File: src/rtl/store_pack_unit_pkg.sv
// store_pkg: store type codes and packed store-buffer entry shared by the store pack slice
package store_pkg;
  localparam logic [1:0] ST_SW  = 2'b00;
  localparam logic [1:0] ST_SH  = 2'b01;
  localparam logic [1:0] ST_SB  = 2'b10;
  localparam logic [1:0] ST_RSV = 2'b11;
  typedef struct packed {
    logic [29:0] addr;
    logic [31:0] wdata;
    logic [3:0]  be;
  } store_entry_t;
endpackage

File: src/rtl/store_pack_unit_if.sv
// store_pack_unit_if: store request and data-memory write handshakes
interface store_pack_unit_if;
  logic        st_valid;
  logic        st_ready;
  logic [1:0]  st_type;
  logic [31:0] st_addr;
  logic [31:0] st_data;
  logic        mem_valid;
  logic        mem_ready;
  logic [31:0] mem_addr;
  logic [31:0] mem_wdata;
  logic [3:0]  mem_be;
  logic        st_err;
  modport slave(input st_valid, st_type, st_addr, st_data, mem_ready,
                output st_ready, mem_valid, mem_addr, mem_wdata, mem_be, st_err);
  modport master(output st_valid, st_type, st_addr, st_data, mem_ready,
                 input st_ready, mem_valid, mem_addr, mem_wdata, mem_be, st_err);
endinterface

File: src/rtl/store_pack_unit_packer.sv
// store_lane_packer: replicates store data across lanes and derives byte enables and misalignment
module store_lane_packer
  import store_pkg::*;
(
  input  logic [1:0]  st_type,
  input  logic [1:0]  a,
  input  logic [31:0] data,
  output logic [31:0] wdata,
  output logic [3:0]  be,
  output logic        misaligned
);
  always_comb begin
    wdata = st_type == ST_SB ? {4{data[7:0]}} : st_type == ST_SH ? {2{data[15:0]}} : data;
    be = st_type == ST_SB ? 4'b0001 << a : st_type == ST_SH ? (a[1] ? 4'b1100 : 4'b0011) : 4'b1111;
    misaligned = (st_type == ST_SW && a != 2'b00) || (st_type == ST_SH && a[0]);
  end
endmodule

File: src/rtl/store_pack_unit.sv
// store_pack_unit: packs sw/sh/sb stores into a DEPTH-entry FIFO of word writes; STORE_ALIGN_CHECK_EN rejects misaligned stores
module store_pack_unit
  import store_pkg::*;
#(
  parameter int DEPTH = 2
) (
  input logic clk,
  input logic reset,
  store_pack_unit_if.slave s
);
  localparam int AW = $clog2(DEPTH);
  localparam int CW = $clog2(DEPTH + 1);
  store_entry_t mem_q [DEPTH];
  store_entry_t head;
  logic [AW-1:0] wr, rd;
  logic [CW-1:0] count;
  logic [31:0] wdata;
  logic [3:0] be;
  logic misaligned, reject, push, pop, enq;
  store_lane_packer u_pack (
    .st_type(s.st_type),
    .a(s.st_addr[1:0]),
    .data(s.st_data),
    .wdata(wdata),
    .be(be),
    .misaligned(misaligned)
  );
`ifdef STORE_ALIGN_CHECK_EN
  assign reject = s.st_type == ST_RSV || misaligned;
`else
  logic unused_misaligned;
  assign unused_misaligned = misaligned;
  assign reject = s.st_type == ST_RSV;
`endif
  assign s.st_ready = count != CW'(DEPTH);
  assign s.mem_valid = count != '0;
  assign push = s.st_valid && s.st_ready;
  assign pop = s.mem_valid && s.mem_ready;
  assign enq = push && !reject;
  assign head = mem_q[rd];
  assign s.mem_addr = s.mem_valid ? {head.addr, 2'b00} : '0;
  assign s.mem_wdata = s.mem_valid ? head.wdata : '0;
  assign s.mem_be = s.mem_valid ? head.be : '0;
  always_ff @(posedge clk)
    if (enq) mem_q[wr] <= '{addr: s.st_addr[31:2], wdata: wdata, be: be};
  always_ff @(posedge clk) begin
    if (reset) begin
      wr <= '0;
      rd <= '0;
      count <= '0;
      s.st_err <= 1'b0;
    end else begin
      if (enq) wr <= wr + 1'b1;
      if (pop) rd <= rd + 1'b1;
      count <= count + CW'(enq) - CW'(pop);
      s.st_err <= push && reject;
    end
  end
endmodule

File: src/flat_wrapper.sv
// flat-port wrapper written by rule: the top's interface ports become plain ports
module store_pack_unit_flat import store_pkg::*;
#(
  parameter int DEPTH = 2
)
  (clk, reset, s_st_valid, s_st_type, s_st_addr, s_st_data, s_mem_ready, s_st_ready, s_mem_valid, s_mem_addr, s_mem_wdata, s_mem_be, s_st_err);
  store_pack_unit_if s_i ();
  input logic clk;
  input logic reset;
  input wire logic [$bits(s_i.st_valid)-1:0] s_st_valid;
  input wire logic [$bits(s_i.st_type)-1:0] s_st_type;
  input wire logic [$bits(s_i.st_addr)-1:0] s_st_addr;
  input wire logic [$bits(s_i.st_data)-1:0] s_st_data;
  input wire logic [$bits(s_i.mem_ready)-1:0] s_mem_ready;
  output wire logic [$bits(s_i.st_ready)-1:0] s_st_ready;
  output wire logic [$bits(s_i.mem_valid)-1:0] s_mem_valid;
  output wire logic [$bits(s_i.mem_addr)-1:0] s_mem_addr;
  output wire logic [$bits(s_i.mem_wdata)-1:0] s_mem_wdata;
  output wire logic [$bits(s_i.mem_be)-1:0] s_mem_be;
  output wire logic [$bits(s_i.st_err)-1:0] s_st_err;
  assign s_i.st_valid = s_st_valid;
  assign s_i.st_type = s_st_type;
  assign s_i.st_addr = s_st_addr;
  assign s_i.st_data = s_st_data;
  assign s_i.mem_ready = s_mem_ready;
  assign s_st_ready = s_i.st_ready;
  assign s_mem_valid = s_i.mem_valid;
  assign s_mem_addr = s_i.mem_addr;
  assign s_mem_wdata = s_i.mem_wdata;
  assign s_mem_be = s_i.mem_be;
  assign s_st_err = s_i.st_err;
  store_pack_unit #(.DEPTH(DEPTH)) u_core (.clk(clk), .reset(reset), .s(s_i));
endmodule
File: config.mk
export PLATFORM = sky130hd
export DESIGN_NAME = store_pack_unit_flat
export DESIGN_NICKNAME = d
export VERILOG_FILES = /design/src/rtl/store_pack_unit_pkg.sv /design/src/rtl/store_pack_unit_if.sv /design/src/rtl/store_pack_unit_packer.sv /design/src/rtl/store_pack_unit.sv /design/src/flat_wrapper.sv
export SDC_FILE = /design/constraint.sdc
export NUM_CORES = 1
export LEC_CHECK = 0
export ABC_AREA = 1
export CORE_UTILIZATION = 45
export CTS_CLUSTER_SIZE = 12
export DETAILED_ROUTE_END_ITERATION = 16
export PLACE_DENSITY = 0.74
export SLEW_MARGIN = 10
export SYNTH_ARGS = -nofsm -noshare
export SYNTH_HDL_FRONTEND = slang
export SYNTH_SLANG_ARGS = --single-unit
File: constraint.sdc
create_clock -name clk -period 5.13 [get_ports clk]
set_input_delay 0.7695 -clock clk [delete_from_list [all_inputs] [get_ports clk]]
set_output_delay 0.7695 -clock clk [all_outputs]
set_load 0.005 [all_outputs]
-- After elaboration in Yosys (flattened, before gate mapping)
Memories as Yosys holds them, arrays and structs flattened. A register that Yosys moved wholly into a read port is not among the register bits.
Cells that the tools add are included.
- logic and storage cells: 32
- bits in registers: 5
- latch bits: 0
- memories kept: 1
- input bits: 70
- RAM bits: 132
- memory bits (read-only): 0
- reduce and logical (&&, ||, !) cells: 6
- bitwise operators: 0
- divide/modulo/power cells: 0
- equal/unequal tests: 4
- magnitude comparators: 0
- multiply operators: 0
- $add $sub $neg: 4
- muxes and demuxes: 12
- shift operators: 1
- memories (name ; depth ; bits a word ; read ports ; clocked after memory_dff ; wr ports ; line ; text):
    u_core.mem_q ; 2 ; 66 ; 1 ; 1 ; 1 ; store_pack_unit.sv:13 ; store_entry_t mem_q [DEPTH];
- operators with widths (kind ; number):
    32-bit two-way mux ; 4
    4-bit two-way mux ; 4
    2-bit equality test, second input constant ; 2
    1-bit logical AND ; 4
    1-bit two-way mux ; 4
    1-bit by 2-bit << shifter with 4-bit output, first input constant ; 1
    1-bit adder, second input constant ; 2
    2-bit by 1-bit adder with 2-bit output ; 1
    2-bit by 1-bit equality test with 1-bit output, second input constant ; 1
    2-bit inequality test, second input constant ; 1
    2-bit nonzero test ; 1
    2-bit by 1-bit subtractor with 2-bit output ; 1
    1-bit zero test ; 1

-- Longest topological paths before layout
Gate-level depths: netlist of the first run.
- word-level depth: 5
- mapped depth: 8

-- By module
Synthesis of the first run repeated with hierarchy kept, for this count alone.
- cell total of the unflattened synthesis: 516
- area, all modules: 5821.8 um^2
- modules (own cells, without submodules) (module ; cells an instance ; instances ; area an instance (um^2) ; seq. area each (um^2)):
    store_pack_unit ; 396 ; 1 ; 5245.0 ; 4083.9
    store_lane_packer ; 120 ; 1 ; 576.8 ; 0.0

-- Worst setup path after synthesis of the first run
No wires, ideal clock.
- path kind: input port to flip-flop
- from: input s_st_valid
- to: memory u_core.mem_q[0][0] (netlist bit), enable pin
- path slack: 0.807 ns
- arrival time: 3.833 ns
- library setup time: 0.490 ns
- stages: 3
- path through: a21boi_1 -> nand2_1 -> nor2_1
- cells in the longest elaborated chain, start to end: 4
- ends and longest elaborated chain (item ; line ; text):
    from (decl) ; flat_wrapper.sv:10 ; input wire logic [$bits(s_i.st_valid)-1:0] s_st_valid;
    1-bit logical AND ; store_pack_unit.sv:37 ; assign push = s.st_valid && s.st_ready;
    1-bit logical AND ; store_pack_unit.sv:39 ; assign enq = push && !reject;
    1-bit two-way mux ; store_pack_unit.sv:45 ; if (enq) mem_q[wr] <= '{addr: s.st_addr[31:2], wdata: wdata, be: be};
    1-bit two-way mux (implied by the code) ; store_pack_unit.sv:45 ;
    to (decl) ; store_pack_unit.sv:13 ;
No other way between the ends.

==> results of run 1 <==
kinds of logic after synthesis:
group           synth area share [%]
compound gates                 8.527
buf+inv                        4.375
fa+ha+maj                     0.2220
flops                          72.49
other cells                  0.06656
simple gates                   14.17
xor+xnor                      0.1555
critical path, stage by stage, from the launching register on:
cell             delay [ns]
dfxtp_2                0.32
inv_2                  0.80
nand2_1                0.10
a21oi_1                0.27
clkdlybuf4s50_1        0.56
how the worst min path moves through the flow:
stage	start	to	slack [ns]
floorplan	u_core.rd$_SDFFE_PP0P_	flip-flop	0.43
global placement	u_core.rd$_SDFFE_PP0P_	flip-flop	0.43
detailed placement	u_core.rd$_SDFFE_PP0P_	flip-flop	0.44
CTS	u_core.rd$_SDFFE_PP0P_	flip-flop	0.45
global route	u_core.rd$_SDFFE_PP0P_	flip-flop	0.47
finish	u_core.rd$_SDFFE_PP0P_	flip-flop	0.45
state kept, by name, indices dropped and copies added, names as in the netlist, named ones only:
signal / count
u_core.mem_q: 132
u_core.count: 2
u_core.rd: 1
u_core.s.st_err: 1
u_core.wr: 1
final cells by class:
cell class,instances,area (sq um)
Fill cell,959,4368
Clock inverter,15,198.9
Sequential cell,138,4085
Inverter,22,85.08
Timing Repair Buffer,143,1419
Tap cell,168,210.2
Clock buffer,17,425.4
Multi-Input combinational cell,291,1320
through the flow:
step                      total power, mW  utilization, %
after floorplan                     1.964               -
after global placement              2.536           58.78
after detailed placement            2.560           58.78
after CTS                           3.835           63.94
after global routing                3.995           63.94
final                               3.801           63.94
power by group through the flow:
stage / registers, mW / clock network (mW) / logic (mW)
floorplan: 1.45 / 0 / 0.511
global placement: 1.45 / 0 / 1.09
detailed placement: 1.46 / 0 / 1.10
CTS: 1.43 / 1.29 / 1.11
global route: 1.45 / 1.34 / 1.21
finish: 1.43 / 1.27 / 1.10
synth_stat cells (all sizes together):
library cell and n:
a21boi 1, a21oi 69, buf 21, clkbuf 4, conb 1, dfxtp 6
edfxtp 132, ha 1, inv 22, nand2 184, nand3 2, nand4 1
nor2 8, nor3b 1, o211ai 7, o21ai 14, xnor2 1
per-layer routing:
metal	vias to the layer above	part of all wire, %	global-route usage [%]	wire, um
met5	-	0	0	0
met4	0	1.4	7.273	183
met3	13	7.5	6.748	952
met2	170	49	32.89	6132
met1	1870	42	26.56	5371
li1	1911	-	-	-
==> impl_results.md, run 1 <==
- Final Skew: 0.01298 ns
- Routed wire per std cell: 15.92 um
- Starting Density: 46.52%
- Crit Path Max Fanout: 66
- Fin area: just under 0.008 sq mm
- FMAX: 0.3075 GHz
- Worst path required time: 4.36 ns
- I/O Buffers: 138
- Count of cell types in the netlist: 30
- Post-layout nets: 684
- Max Cap Viol: 0
- Gate power share: 28.9%
- First-pass GRT wire length: 19.72 mm
- Die W: 113.9 um
- Post-Syn Area: 0.005634 sq mm
- Placed Instance Area: approximately 0.007 sq mm
- Initial antenna violation count: 0
- Global-route usage over all layers: around 21%
- Worst setup path endpoint: s_mem_wdata[4]
- PD cells: 490.9 mW/mm^2
- Commonest non-fill, non-tap cell in the layout: nand2_1
- Hold depth: 1
- Ports: between 100 and 150
- Layout cells sized above 1: 8.786%
- GR Overflow Total: 0
- CTS clk-pin slew, worst paths: 0.06 ns
- Fin cells: 794
- RSZ-0062 raised after global routing: false
- Origin of the critical flop-to-flop path: u_core.count[1]$_SDFF_PP0_
- Pins Over Slew Limit: 0
- Post-CTS Setup Inserts: 0
- Gpl congestion: 0.7831
- Via count: 3964
- Post-synthesis sequential area ratio: 72.49%
- PnR worst setup slack: 1.878 ns
- VDD IR max: 0.2402 mV
- Slew @ Worst Pin: 1.145 ns
- Tcrit/Tclk final: 63.40%
- Yosys warns: 0
- Setup TNS: 0 ns
- WP data arrival: about 2.5 ns
- Largest net degree at the start of global routing: 67
- Layout area overhead: 37.44%
- Core area: 0.01211 sq mm
- Post-DP HPWL: 7.985 mm
- 1st-pass router iterations: 5
- Synth top area share: 70.35%
- Die height: 113.9 um
- H-tree depth: 4
- WL final: 12.64 mm
- Top cell type by total area after synthesis: edfxtp_1
- Die area: 0.01297 sq mm
- Internal: 2.739 mW
- FF-to-FF path depth: 9
- Minimum clock period: ~3.3 ns
- Crit. End Element: primary output
- CTS buffer count: 17
- Run status: finished clean
- Worst Setup Path Type: reg -> out
- Setup crit start kind: flip-flop
- Post-CTS resize count: 0
- Most frequent cells in the layout: nand2_1 (178), clkdlybuf4s50_1 (138), edfxtp_1 (132), a21oi_1 (69)
- #FFs+latches synth: 138
- CTS Buffer Depth: 2
- Largest cells by area after synthesis: edfxtp_1 (70%), nand2_1 (12%), a21oi_1 (6.1%)
- Power share of the clock group: 33.4%
- # setup viols final: 0
- Drt initial violations: 307
- Hold_ws: 0.4475 ns
- Post-DR vias/cell: 4.992
- Sequential share of power: 37.7%
- Placed insts: around 760
- LEAKAGE: 2.835 nW
- Num rows: 40
- Final antenna-violating net count: 0
- Avg Cell Area, Syn: 11.86 sq um
- N_diodes: 0
- Cells after Synth: 475
- Reg2reg end: u_core.count[1]$_SDFF_PP0_
- Final hold violations: 0
- Root Buffer Master: clkbuf_16
- Net switching power: 1.063 mW
- Worst R2R Setup Slack: approximately 2.7 ns
- Vias in the first global route: 3969
- Post-route DRC: 0
- Clock sink count: 138
- Post-place setup slack: about 1.9 ns
- CTS tree: done
- CTS Hold Bufs: 0
- Hold Path Class: reg -> reg
- Sw frac: 27.95%
- Clock latency on the worst-skew pair: 0.41 ns
- Slew HR: 23.56%
Power figures use the tool's default switching activity.
==> run 2, diff against run 1 <==
- CORE_UTILIZATION: 45 -> 44
- PLACE_DENSITY: 0.74 -> 0.76
- clock period: 5.13 -> 2.9 ns (I/O delays scaled with it)
==> run 2 against run 1 <==
Count of clock-buffer cells in the layout increased by 7. Combinational power increased by 81%. Non-clock buffer count increased by 4. Critical path type unchanged. Critical endpoint is now s_mem_wdata[5]. Largest power group unchanged.
==> impl_results.md, run 2 (same netlist as run 1, synthesis figures left out) <==
- Run status: finished clean (unchanged)
- Most flops, register: u_core.mem_q (unchanged)
- Core area: 0.01226 sq mm (was 0.01211 sq mm)
- Crit. End Element: primary output (unchanged)
- Post-DR vias/cell: 4.957 (was 4.992)
- Post-CTS resize count: 0 (unchanged)
- Slew @ Worst Pin: 0.7177 ns (was 1.145 ns)
- GR Overflow Total: 0 (unchanged)
- Die height: 115.2 um (was 113.9 um)
- WP data arrival: 2.30 ns (was 2.48 ns)
- Layout cells sized above 1: 8.889% (was 8.786%)
- Multi-input logic area: 0.001320 sq mm (unchanged)
- H-tree depth: 4 (unchanged)
- Layout area overhead: 37.57% (was 37.44%)
- Placed Instance Area: 0.007199 sq mm (was 0.007119 sq mm)
- Die area: 0.01326 sq mm (was 0.01297 sq mm)
- Pins Over Slew Limit: 0 (unchanged)
- Final antenna-violating net count: 0 (unchanged)
- Post-layout nets: 688 (was 684)
- Final Skew: 0.01014 ns (was 0.01298 ns)
- Fill count: 971 (was 959)
- Clock sink count: 138 (unchanged)
- Slew HR: 52.15% (was 23.56%)
- Commonest non-fill, non-tap cell in the layout: nand2_1 (unchanged)
- Gpl congestion: 0.8168 (was 0.7831)
- Crit Path Max Fanout: 66 (unchanged)
- Max Cap Viol: 0 (unchanged)
- CTS tree: done (unchanged)
- FMAX: 0.3654 GHz
- Minimum clock period: roughly 2.7 ns
- Top Registers: u_core.mem_q x132, u_core.count x2 (unchanged)
- CTS Buffer Depth: 2 (unchanged)
- Starting Density: 45.95% (was 46.52%)
- CTS Hold Bufs: 0 (unchanged)
- Largest register FFs: 132 (unchanged)
- CP top delay family: buffers and inverters (unchanged)
- Via count: 3956 (was 3964)
- I/O Buffers: 138 (unchanged)
- Fin cells: 798 (was 794)
- Cell with the largest stage delay on the worst path: buf_4 (was inv_2)
- Post-CTS Setup Inserts: 0 (unchanged)
- Post-DP HPWL: 8.297 mm (was 7.985 mm)
- Most frequent cells in the layout: nand2_1 (178), clkdlybuf4s50_1 (138), edfxtp_1 (132), a21oi_1 (69) (unchanged)
- # setup viols final: 0 (unchanged)
- Hold_ws: 0.4613 ns (was 0.4475 ns)
- Fin area: 0.007751 sq mm (was 0.007744 sq mm)
- Largest net degree at the start of global routing: 67 (unchanged)
- CTS buffer count: 17 (unchanged)
- Tcrit/Tclk final: 94.37%
- Worst path required time: 2.47 ns (was 4.36 ns)
- First-pass GRT wire length: 20.09 mm (was 19.72 mm)
- Hold Path Class: reg -> reg (unchanged)
- CTS clk-pin slew, worst paths: 0.06 ns (about the same)
- N_diodes: 0 (unchanged)
- Worst path bufs/invs: 2 (unchanged)
- Worst Setup Path Type: reg -> out (unchanged)
- VDD IR max: 0.3189 mV (was 0.2402 mV)
- Worst-path cell chain: buf_4 -> nand2_1 -> a21oi_1 -> clkdlybuf4s50_1 (was inv_2 -> nand2_1 -> a21oi_1 -> clkdlybuf4s50_1)
- Setup crit start kind: flip-flop (unchanged)
- Sequential cell area: 0.004085 sq mm (unchanged)
- Post-route DRC: 0 (unchanged)
- Setup TNS: 0 ns (unchanged)
- Vias in the first global route: 4091 (was 3969)
- PD cells: 839.8 mW/mm^2 (was 490.9 mW/mm^2)
- RSZ-0062 raised after global routing: false (unchanged)
- Die W: 115.2 um (was 113.9 um)
- LEAKAGE: 2.845 nW (was 2.835 nW)
- WL final: 12.84 mm (was 12.64 mm)
- 1st-pass router iterations: 5 (unchanged)
- Clock latency on the worst-skew pair: 0.41 ns (about the same)
- Drt initial violations: 294 (was 307)
- Final hold violations: 0 (unchanged)
- Root Buffer Master: clkbuf_16 (unchanged)
- Ports: 141 (unchanged)
- Crit path largest cell delay: 0.55 ns (was 0.80 ns)
- Num rows: 40 (unchanged)
- Global-route usage over all layers: 20.47% (was 20.61%)
- Initial antenna violation count: 0 (unchanged)
- Placed insts: 766 (was 762)
- Routed wire per std cell: 16.10 um (was 15.92 um)
==> run 2: through the flow <==
step / util (%) / power, mW / worst slack [ns]
finish: 63.21 / 6.509 / 0.1633
floorplan: - / 3.470 / 0.01251
detailed placement: 58.71 / 4.573 / 0.5976
global placement: 58.71 / 4.533 / 0.6321
CTS: 63.21 / 6.558 / 0.1498
global route: 63.21 / 6.841 / 0.007129
==> run 2: final timing paths <==
| check | startpoint | endpoint | slack [ns] | cells after the start |
|---|---|---|---|---|
| setup reg to reg | u_core.count[0]$_SDFF_PP0_ | u_core.mem_q[1][13]$_DFFE_PP_ | 1.12 | 5 |
| hold reg to reg | u_core.rd$_SDFFE_PP0P_ | u_core.rd$_SDFFE_PP0P_ | 0.46 | 1 |
| setup / recovery | flip-flop | s_mem_wdata[5] | 0.16 | 4 |
| hold / removal | u_core.rd$_SDFFE_PP0P_ | u_core.rd$_SDFFE_PP0P_ | 0.46 | 1 |
==> run 2: routing by layer <==
metal	track usage, %	share of wire [%]
met4	6.840	0.75
met3	5.535	7.4
met1	25.95	43
met2	34.18	49
met5	0	0
==> run 2: power by group <==
part	switching, mW	internal, mW	leakage (nW)
combinational	1.01	0.979	1.31
clock	0.742	1.24	0.270
sequential	0.0705	2.47	1.27
==> run 2: cell type report <==
class	count	share of cell area, %
Clock inverter	8	0.9040
Clock buffer	24	6.215
Tap cell	168	2.712
Sequential cell	138	52.70
Inverter	22	1.098
Multi-Input combinational cell	291	17.03
Timing Repair Buffer	147	19.34
==> run 2: worst reg2reg max path, cell delays in order (launching register included) <==
cell and delay, ns:
dfxtp_1 0.37, inv_1 0.09, a21boi_1 0.20, nand3_1 0.14
inv_2 0.41, buf_12 0.26
